===== src/rtl/rah_pkg.sv =====
// Shared types and defaults for the host/app request schedulers (wrq, and rrq later).
// The FSM state encoding and the default sizing both live here.
package rah_pkg;

  localparam int TOTAL_APPS_DEF   = 8;
  localparam int APP_ID_WIDTH_DEF = 3;

  typedef enum logic [1:0] {
    IDLE  = 2'd0,
    GRANT = 2'd1,
    WAIT  = 2'd2
  } state_e;

endpackage


===== src/rtl/wrq_rr_pick.sv =====
// Combinational round-robin picker: returns the first set bit of req at or after
// start, wrapping modulo N.
module rr_pick
  import rah_pkg::*;
#(
  parameter int N = TOTAL_APPS_DEF,
  parameter int W = APP_ID_WIDTH_DEF
) (
  input  logic [N-1:0] req,
  input  logic [W-1:0] start,
  output logic         found,
  output logic [W-1:0] index
);

  logic [W:0]   pos;
  logic [W-1:0] idx;

  // Walk from the farthest offset down to offset 0 so the nearest hit overwrites.
  always_comb begin
    found = 1'b0;
    index = '0;
    pos   = '0;
    idx   = '0;
    for (int i = N - 1; i >= 0; i--) begin
      pos = {1'b0, start} + (W+1)'(i);
      if (pos >= (W+1)'(N)) begin
        pos = pos - (W+1)'(N);
      end
      idx = pos[W-1:0];
      if (req[idx]) begin
        found = 1'b1;
        index = idx;
      end
    end
  end

endmodule


===== src/rtl/wrq.sv =====
// Write-request scheduler: collects host write requests into a pending bitmap and
// grants one app at a time, round-robin, holding until write_done or a watchdog abort.
module wrq
  import rah_pkg::*;
#(
  parameter int TOTAL_APPS     = TOTAL_APPS_DEF,
  parameter int APP_ID_WIDTH   = APP_ID_WIDTH_DEF,
  parameter int TIMEOUT_CYCLES = 1024
) (
  input  logic                    clk,
  input  logic                    rst,
  input  logic                    wr_req_valid,
  input  logic [APP_ID_WIDTH-1:0] wr_req_app_id,
  output logic                    wr_req_ready,
  input  logic [TOTAL_APPS-1:0]   data_queue_full,
  input  logic                    is_busy,
  input  logic                    write_done,
  output logic                    write_queue,
  output logic [APP_ID_WIDTH-1:0] app_id,
  output logic [TOTAL_APPS-1:0]   pending,
  output logic                    timeout_err
);

  localparam int CNT_W = (TIMEOUT_CYCLES == 0) ? 1 : $clog2(TIMEOUT_CYCLES + 1);
  localparam logic [CNT_W-1:0] CNT_LAST =
    (TIMEOUT_CYCLES == 0) ? '0 : CNT_W'(TIMEOUT_CYCLES - 1);
  localparam logic [APP_ID_WIDTH-1:0] LAST_ID = APP_ID_WIDTH'(TOTAL_APPS - 1);

  state_e                  state_q, state_d;
  logic [TOTAL_APPS-1:0]   pending_q, pending_d;
  logic [APP_ID_WIDTH-1:0] app_id_q, app_id_d;
  logic [APP_ID_WIDTH-1:0] rr_ptr_q, rr_ptr_d;
  logic [CNT_W-1:0]        cnt_q, cnt_d;
  logic                    write_queue_q, write_queue_d;
  logic                    timeout_err_q, timeout_err_d;

  logic [TOTAL_APPS-1:0]   set_vec, clr_vec, eligible;
  logic [APP_ID_WIDTH-1:0] start_ptr, pick_idx;
  logic                    pick_found, id_in_range, accept;
  logic                    done_hit, timeout_hit, release_hit;

  assign id_in_range  = 32'(wr_req_app_id) < TOTAL_APPS;
  assign wr_req_ready = id_in_range && !pending_q[wr_req_app_id];
  assign accept       = wr_req_valid && wr_req_ready;

  assign done_hit    = (state_q == WAIT) && write_done;
  assign timeout_hit = (state_q == WAIT) && !write_done && (TIMEOUT_CYCLES != 0) &&
                       (cnt_q == CNT_LAST);
  assign release_hit = done_hit || timeout_hit;

  // Set and clear are independent per bit; set is applied last so it wins.
  for (genvar gi = 0; gi < TOTAL_APPS; gi++) begin : g_bits
    assign set_vec[gi] = accept && (wr_req_app_id == APP_ID_WIDTH'(gi));
    assign clr_vec[gi] = release_hit && (app_id_q == APP_ID_WIDTH'(gi));
  end

  assign eligible  = pending_q & ~data_queue_full;
  assign start_ptr = (rr_ptr_q >= LAST_ID) ? '0 : rr_ptr_q + APP_ID_WIDTH'(1);

  rr_pick #(
    .N (TOTAL_APPS),
    .W (APP_ID_WIDTH)
  ) u_pick (
    .req   (eligible),
    .start (start_ptr),
    .found (pick_found),
    .index (pick_idx)
  );

  always_comb begin
    state_d       = state_q;
    pending_d     = (pending_q & ~clr_vec) | set_vec;
    app_id_d      = app_id_q;
    rr_ptr_d      = rr_ptr_q;
    cnt_d         = cnt_q;
    write_queue_d = 1'b0;
    timeout_err_d = 1'b0;
    case (state_q)
      IDLE: begin
        if (pick_found && !is_busy) begin
          state_d       = GRANT;
          app_id_d      = pick_idx;
          rr_ptr_d      = pick_idx;
          write_queue_d = 1'b1;
        end
      end
      GRANT: begin
        state_d = WAIT;
        cnt_d   = '0;
      end
      WAIT: begin
        if (done_hit) begin
          state_d = IDLE;
        end else if (timeout_hit) begin
          state_d       = IDLE;
          timeout_err_d = 1'b1;
        end else if (cnt_q != '1) begin
          cnt_d = cnt_q + CNT_W'(1);
        end
      end
      default: state_d = IDLE;
    endcase
  end

  always_ff @(posedge clk) begin
    if (rst) begin
      state_q       <= IDLE;
      pending_q     <= '0;
      app_id_q      <= '0;
      rr_ptr_q      <= '0;
      cnt_q         <= '0;
      write_queue_q <= 1'b0;
      timeout_err_q <= 1'b0;
    end else begin
      state_q       <= state_d;
      pending_q     <= pending_d;
      app_id_q      <= app_id_d;
      rr_ptr_q      <= rr_ptr_d;
      cnt_q         <= cnt_d;
      write_queue_q <= write_queue_d;
      timeout_err_q <= timeout_err_d;
    end
  end

  assign write_queue = write_queue_q;
  assign app_id      = app_id_q;
  assign pending     = pending_q;
  assign timeout_err = timeout_err_q;

endmodule


===== config.mk =====
export PLATFORM = sky130hd
export DESIGN_NAME = wrq
export DESIGN_NICKNAME = d
export VERILOG_FILES = /design/src/rtl/rah_pkg.sv /design/src/rtl/wrq_rr_pick.sv /design/src/rtl/wrq.sv
export SDC_FILE = /design/constraint.sdc
export NUM_CORES = 1
export LEC_CHECK = 0
export ABC_AREA = 0
export CORE_MARGIN = 2
export CORE_UTILIZATION = 50
export CTS_BUF_LIST = sky130_fd_sc_hd__clkbuf_8
export DETAILED_ROUTE_END_ITERATION = 8
export PLACE_DENSITY_LB_ADDON = 0.12
export SYNTH_ARGS = -nofsm -noshare
export SYNTH_HDL_FRONTEND = slang
export SYNTH_SLANG_ARGS = --single-unit

===== constraint.sdc =====
create_clock -name clk -period 3.41 [get_ports clk]
set_input_delay 0.682 -clock clk [delete_from_list [all_inputs] [get_ports clk]]
set_output_delay 0.682 -clock clk [all_outputs]
set_load 0.01 [all_outputs]

==> results of run 1 <==
final cells by class:
type,count,area share (%)
clock inverters,1,1.14
well taps,50,2.38
clock buffers,3,1.57
repair buffers,42,14.7
multi-input cells,199,58.4
inverters,13,1.95
flip-flops and latches,26,19.8
state kept, by name, summed over array words and instances (netlist names):
| register | cells |
|---|---|
| rr_ptr_q | 3 |
| write_queue | 1 |
| cnt_q | 11 |
| pending | 8 |
| state_q | 2 |
| timeout_err | 1 |
report_power, final:
| part | switching, mW | internal [mW] | leakage [nW] | total [mW] |
|---|---|---|---|---|
| sequential | 0.00720 | 0.310 | 0.210 | 0.317 |
| combinational | 0.0731 | 0.0759 | 0.772 | 0.149 |
| clock | 0.0977 | 0.157 | 0.0357 | 0.255 |
| total | 0.178 | 0.543 | 1.02 | 0.721 |
kinds of logic after synthesis:
kind of cell               Yosys count  synth area share [%]
AOI/OAI and AO/OA                   50                  18.8
xor gates and xnor gates             8                  3.63
adders and majority gates            9                  5.27
buffers and inverters               20                  4.33
DFF                                 26                  24.3
muxes                               36                  20.7
and+or+nand+nor                     96                  22.9
stage by stage:
step                      setup WS, ps  total power [mW]  hold WS [ps]  cells
final                              153             0.721           458    334
after global routing              8.03             0.758           496    334
after CTS                          154             0.727           461    334
after detailed placement           166             0.471           448    330
after global placement             204             0.470           439    330
after floorplan                    114             0.415           422    245
worst min-delay path, stage by stage (launching register included):
cell                      delay (ps)
sky130_fd_sc_hd__dfxtp_1         330
sky130_fd_sc_hd__inv_1            50
sky130_fd_sc_hd__nor2_1           30
cell usage in the layout, fill, tap and decap left out, types with 10 or more instances in the layout:
cell and n:
sky130_fd_sc_hd__nand3_1 10, sky130_fd_sc_hd__nand2_1 13, sky130_fd_sc_hd__dfxtp_1 26, sky130_fd_sc_hd__clkdlybuf4s50_1 29, sky130_fd_sc_hd__inv_1 10, sky130_fd_sc_hd__nor2_1 29, sky130_fd_sc_hd__nand2b_1 14, sky130_fd_sc_hd__mux2i_1 20
sky130_fd_sc_hd__buf_4 13, sky130_fd_sc_hd__nor2b_1 10
layer usage:
layer  routed length (um)  part of all wire [%]
met5                    0                     0
met4                   19                  0.37
met3                  287                   5.6
met2                 2260                    44
met1                 2550                    50
path summary, 6_finish.rpt:
path	from	to	slack (ps)
setup / recovery	wr_req_app_id[0]	wr_req_ready	150
hold / removal	cnt_q[10]	cnt_q[10]	460
setup reg to reg	rr_ptr_q[0]	rr_ptr_q[1]	220
hold reg to reg	cnt_q[10]	cnt_q[10]	460
==> out/qor.txt, run 1 <==
met3 track demand over resource in global routing -> 4.65%
class of the tightest hold or removal check -> reg2reg
number of cells on the critical path -> 4
cts hold-fix bufs -> 0
Worst EP arrival -> 2570 ps
utilization after layout -> 64.8%
met2 Track Usage GR -> 34.5%
Cell Chain, Critical Path -> clkdlybuf4s50_1 -> mux4_2 -> mux2i_1 -> clkdlybuf4s50_1
Clock Latency Late Sink -> 270 ps
instance area after placement -> 2550 um^2
layout net count -> 310
number of instances resized during post-cts repair -> 0
pin slew with the least headroom to its limit -> 686 ps
WL/cell -> 15.3 um
area taken by flip-flops and latches -> 520 um^2
Inserted Clock Buffers -> 3
CP Class -> in2out
upper clock frequency limit -> 307 MHz
depth of the worst register-to-register path -> 11
number of buffers and inverters on the critical path -> 2
total wire length -> 5.12 mm
Syn Std Cell Area -> 2140 um^2
share of post-route cells with drive strength above 1 -> 15.5%
wire length of the first global-routing pass -> 8.54 mm
Max-Cap Viols -> 0
hold path depth -> 2
Worst Setup Start Kind -> input pin
Detail Route Antenna Nets -> 0
first-pass detailed-route iteration total -> 4
sinks on the clock net -> 26
minimum period implied by the final worst setup slack -> 3260 ps
GRT Resource Usage Total -> 21.3%
number of global-route vias before repair -> 1801
ys async rst share -> 0%
CTS Buffer Depth -> 2
number of enable flip-flop cells after synthesis -> 0
starting density of the core -> 52.7%
IR drop worst, VDD -> 0.231 mV
sequential cell area fraction in the yosys report -> 24.3%
via density per instance -> 5.81
number of antenna violations at the first check in global routing -> 0
period utilisation layout -> 95.5%
overall overflow remaining after global route -> 0
cell mode on critical path -> sky130_fd_sc_hd__clkdlybuf4s50_1
IO Port Bufs -> 29
biggest cell delay along the critical path -> 630 ps
count of standard-cell rows -> 23
area of the multi-input gates -> 1540 um^2
Pwr per Cell Area -> 274 nW/um^2
pins over their slew limit -> 0
fill cell instance count of the final layout -> 357
Post-Syn Area per Cell -> 8.73 um^2
CTS tree -> yes
Max H-tree Level -> 1
via count of the routed design -> 1942
GR Util met1 -> 29.7%
floorplan die area -> 4820 um^2
count of mapped cells out of synthesis -> 245
Boundary Pins -> 30
number of DRC markers in iteration 0 -> 143
Yosys cell types -> 51
worst-case clock skew -> 7.04 ps
final setup vio count -> 0
Die X -> 69.4 um
Max FO, Critical Path -> 7
antenna diode instance count -> 0
worst slew margin relative to its limit -> 54.1%
number of warnings printed during yosys synthesis -> 0
DRC violations left -> 0
CP required -> 2730 ps
cell type with the largest total area after synthesis -> sky130_fd_sc_hd__dfxtp_1
static leakage -> 1.02 nW
maximum number of pins on one net before global-route repair -> 19
P&R area growth vs syn -> 23.0%
number of buffers inserted by post-CTS setup repair -> 0
outcome -> finished, final reports clean
number of register bits inferred by synthesis -> 26
cell family with the largest share of critical-path delay -> buffers and inverters
Placer Congestion -> 0.935
net count of the mapped netlist -> 270
Critical-path top delay cell -> sky130_fd_sc_hd__clkdlybuf4s50_1
sum of negative setup slack -> 0 ps
dominant cell by count in the synthesized netlist -> sky130_fd_sc_hd__nor2_1
Post-synth top flop -> sky130_fd_sc_hd__dfxtp_1
RSZ-0062 raised after global routing -> false
Clock Pin Slew Worst Setup and Hold Paths -> 90 ps
half-perimeter wire length after placement -> 4.02 mm
most numerous cell types in the synthesized netlist -> 29 x sky130_fd_sc_hd__nor2_1, 26 x sky130_fd_sc_hd__dfxtp_1, 21 x sky130_fd_sc_hd__mux2i_1
Final Hold Vio Count -> 0
root cell of the clock tree -> sky130_fd_sc_hd__clkbuf_8
GRT busiest layer -> met2
main area contributors after synthesis -> sky130_fd_sc_hd__dfxtp_1 24%, sky130_fd_sc_hd__mux2i_1 9.8%, sky130_fd_sc_hd__ha_1 5.3%
area of all placed cells without fillers -> 2630 um^2
endpoint type of the worst setup path -> output pin
core region area -> 4060 um^2
top-area cell type share of the netlist area -> 24.3%
y dimension of the die -> 69.4 um
No activity file was read; power rests on OpenSTA's default activity.
==> run 2: changes to the inputs <==
Clock period 3.41 ns to 4.02 ns, I/O delays scaled along.
==> out/qor.txt, run 2 (synthesis gave the netlist of run 1 again) <==
outcome -> finished, final reports clean
y dimension of the die -> 69.4 um
Max H-tree Level -> 1
Placer Congestion -> 0.967
top register by number of flip-flops -> cnt_q
via density per instance -> 6.07
final setup vio count -> 0
number of DRC markers in iteration 0 -> 179
Cell Chain, Critical Path -> ha_1 -> ha_1 -> a31oi_1 -> nand2_1 -> ha_1 -> inv_1 -> mux4_1 -> a21o_1 -> a31o_2 -> a2111oi_2 -> o32ai_1
CTS tree -> yes
part of the total power dissipated in the clock network -> 29.8%
number of buffers inserted by post-CTS setup repair -> 0
Detail Route Antenna Nets -> 0
minimum period implied by the final worst setup slack -> 3590 ps
sinks on the clock net -> 26
static leakage -> 0.963 nW
class of the tightest hold or removal check -> reg2reg
IO Port Bufs -> 29
CP required -> 4150 ps
upper clock frequency limit -> 278 MHz
commonest cells after routing, fill and taps aside -> 29 x sky130_fd_sc_hd__nor2_1, 29 x sky130_fd_sc_hd__clkdlybuf4s50_1, 26 x sky130_fd_sc_hd__dfxtp_1, 21 x sky130_fd_sc_hd__mux2i_1, 14 x sky130_fd_sc_hd__nand2b_1
Final Hold Vio Count -> 0
Clock Pin Slew Worst Setup and Hold Paths -> 80 ps
first-pass detailed-route iteration total -> 5
CP Class -> reg2reg
number of placed cells counting well taps -> 319
timing startpoint of the critical path -> rr_ptr_q[0]
instance area after placement -> 2460 um^2
Max-Cap Viols -> 0
startpoint of the tightest hold check path -> cnt_q[10]
endpoint type of the worst setup path -> flip-flop
area of all placed cells without fillers -> 2520 um^2
floorplan die area -> 4820 um^2
non-filler cells, final -> 323
IR drop worst, VDD -> 0.200 mV
pins over their slew limit -> 0
layout net count -> 299
root cell of the clock tree -> sky130_fd_sc_hd__clkbuf_8
Min Hold Slack -> 449 ps
Total Power -> 0.553 mW
number of global-route vias before repair -> 1780
CTS Buffer Depth -> 2
biggest cell delay along the critical path -> 620 ps
worst slew margin relative to its limit -> 51.7%
core region area -> 4060 um^2
flip-flop count of the largest register, all copies and words added -> 11
worst setup margin -> 425 ps
switching part of the total power -> 26.0%
Pwr per Cell Area -> 220 nW/um^2
P&R area growth vs syn -> 17.8%
Inserted Clock Buffers -> 3
total wire length -> 5.13 mm
period utilisation layout -> 89.4%
Internal Dissipation -> 0.409 mW
Worst Setup Start Kind -> flip-flop
r2r startpoint -> rr_ptr_q[0]
Max FO, Critical Path -> 9
via count of the routed design -> 1961
sum of negative setup slack -> 0 ps
worst setup slack before clock tree synthesis -> 453 ps
relative contribution of combinational cells to total power -> 21.5%
wire length of the first global-routing pass -> 8.31 mm
worst-case clock skew -> 4.30 ps
share of post-route cells with drive strength above 1 -> 11.0%
maximum number of pins on one net before global-route repair -> 19
half-perimeter wire length after placement -> 3.99 mm
cts hold-fix bufs -> 0
Clock Latency Late Sink -> 270 ps
WL/cell -> 15.9 um
number of antenna violations at the first check in global routing -> 0
cell mode on critical path -> sky130_fd_sc_hd__ha_1
part of the total power dissipated in sequential elements -> 48.7%
Boundary Pins -> 30
utilization after layout -> 62.1%
Critical-path top delay cell -> sky130_fd_sc_hd__mux4_1
number of instances resized during post-cts repair -> 0
starting density of the core -> 52.7%
GRT Resource Usage Total -> 21.1%
RSZ-0062 raised after global routing -> false
pin slew with the least headroom to its limit -> 722 ps
switching pwr -> 0.144 mW
Die X -> 69.4 um
antenna diode instance count -> 0
count of standard-cell rows -> 23
overall overflow remaining after global route -> 0
Worst EP arrival -> 3730 ps
DRC violations left -> 0
run 2: area by class of cell:
type,instances,area (um^2)
well taps,50,62.6
multi-input cells,199,1530
clock buffers,4,55.1
fillers,360,1540
flip-flops and latches,26,520
repair buffers,31,305
inverters,13,51.3
run 2: power groups by stage:
stage	logic (mW)	clock network (mW)	registers, mW
after floorplan	0.0763	0	0.276
after global placement	0.117	0	0.276
after detailed placement	0.117	0	0.276
after CTS	0.118	0.170	0.270
after global routing	0.129	0.182	0.271
final	0.119	0.165	0.270
run 2: critical path, delay by kind of cell (launching register included):
kind            cells  cell delay (ps)
simple gates        1              270
flops               1              410
mux                 1              620
buf+inv             1              170
fa+ha+maj           3              960
compound gates      5             1020
run 2: worst paths after layout:
path,to,slack [ps],cells past startpoint
setup / recovery,rr_ptr_q[1],430,11
hold / removal,cnt_q[10],450,2
setup reg to reg,rr_ptr_q[1],430,11
hold reg to reg,cnt_q[10],450,2
run 2: routing by layer:
| metal | vias to the layer above | wire length, um | GRT usage (%) |
|---|---|---|---|
| met5 | - | 0 | 0 |
| met2 | 89 | 2260 | 33.0 |
| met4 | 0 | 68 | 5.88 |
| met1 | 902 | 2350 | 29.6 |
| li1 | 962 | - | - |
| met3 | 8 | 448 | 4.22 |
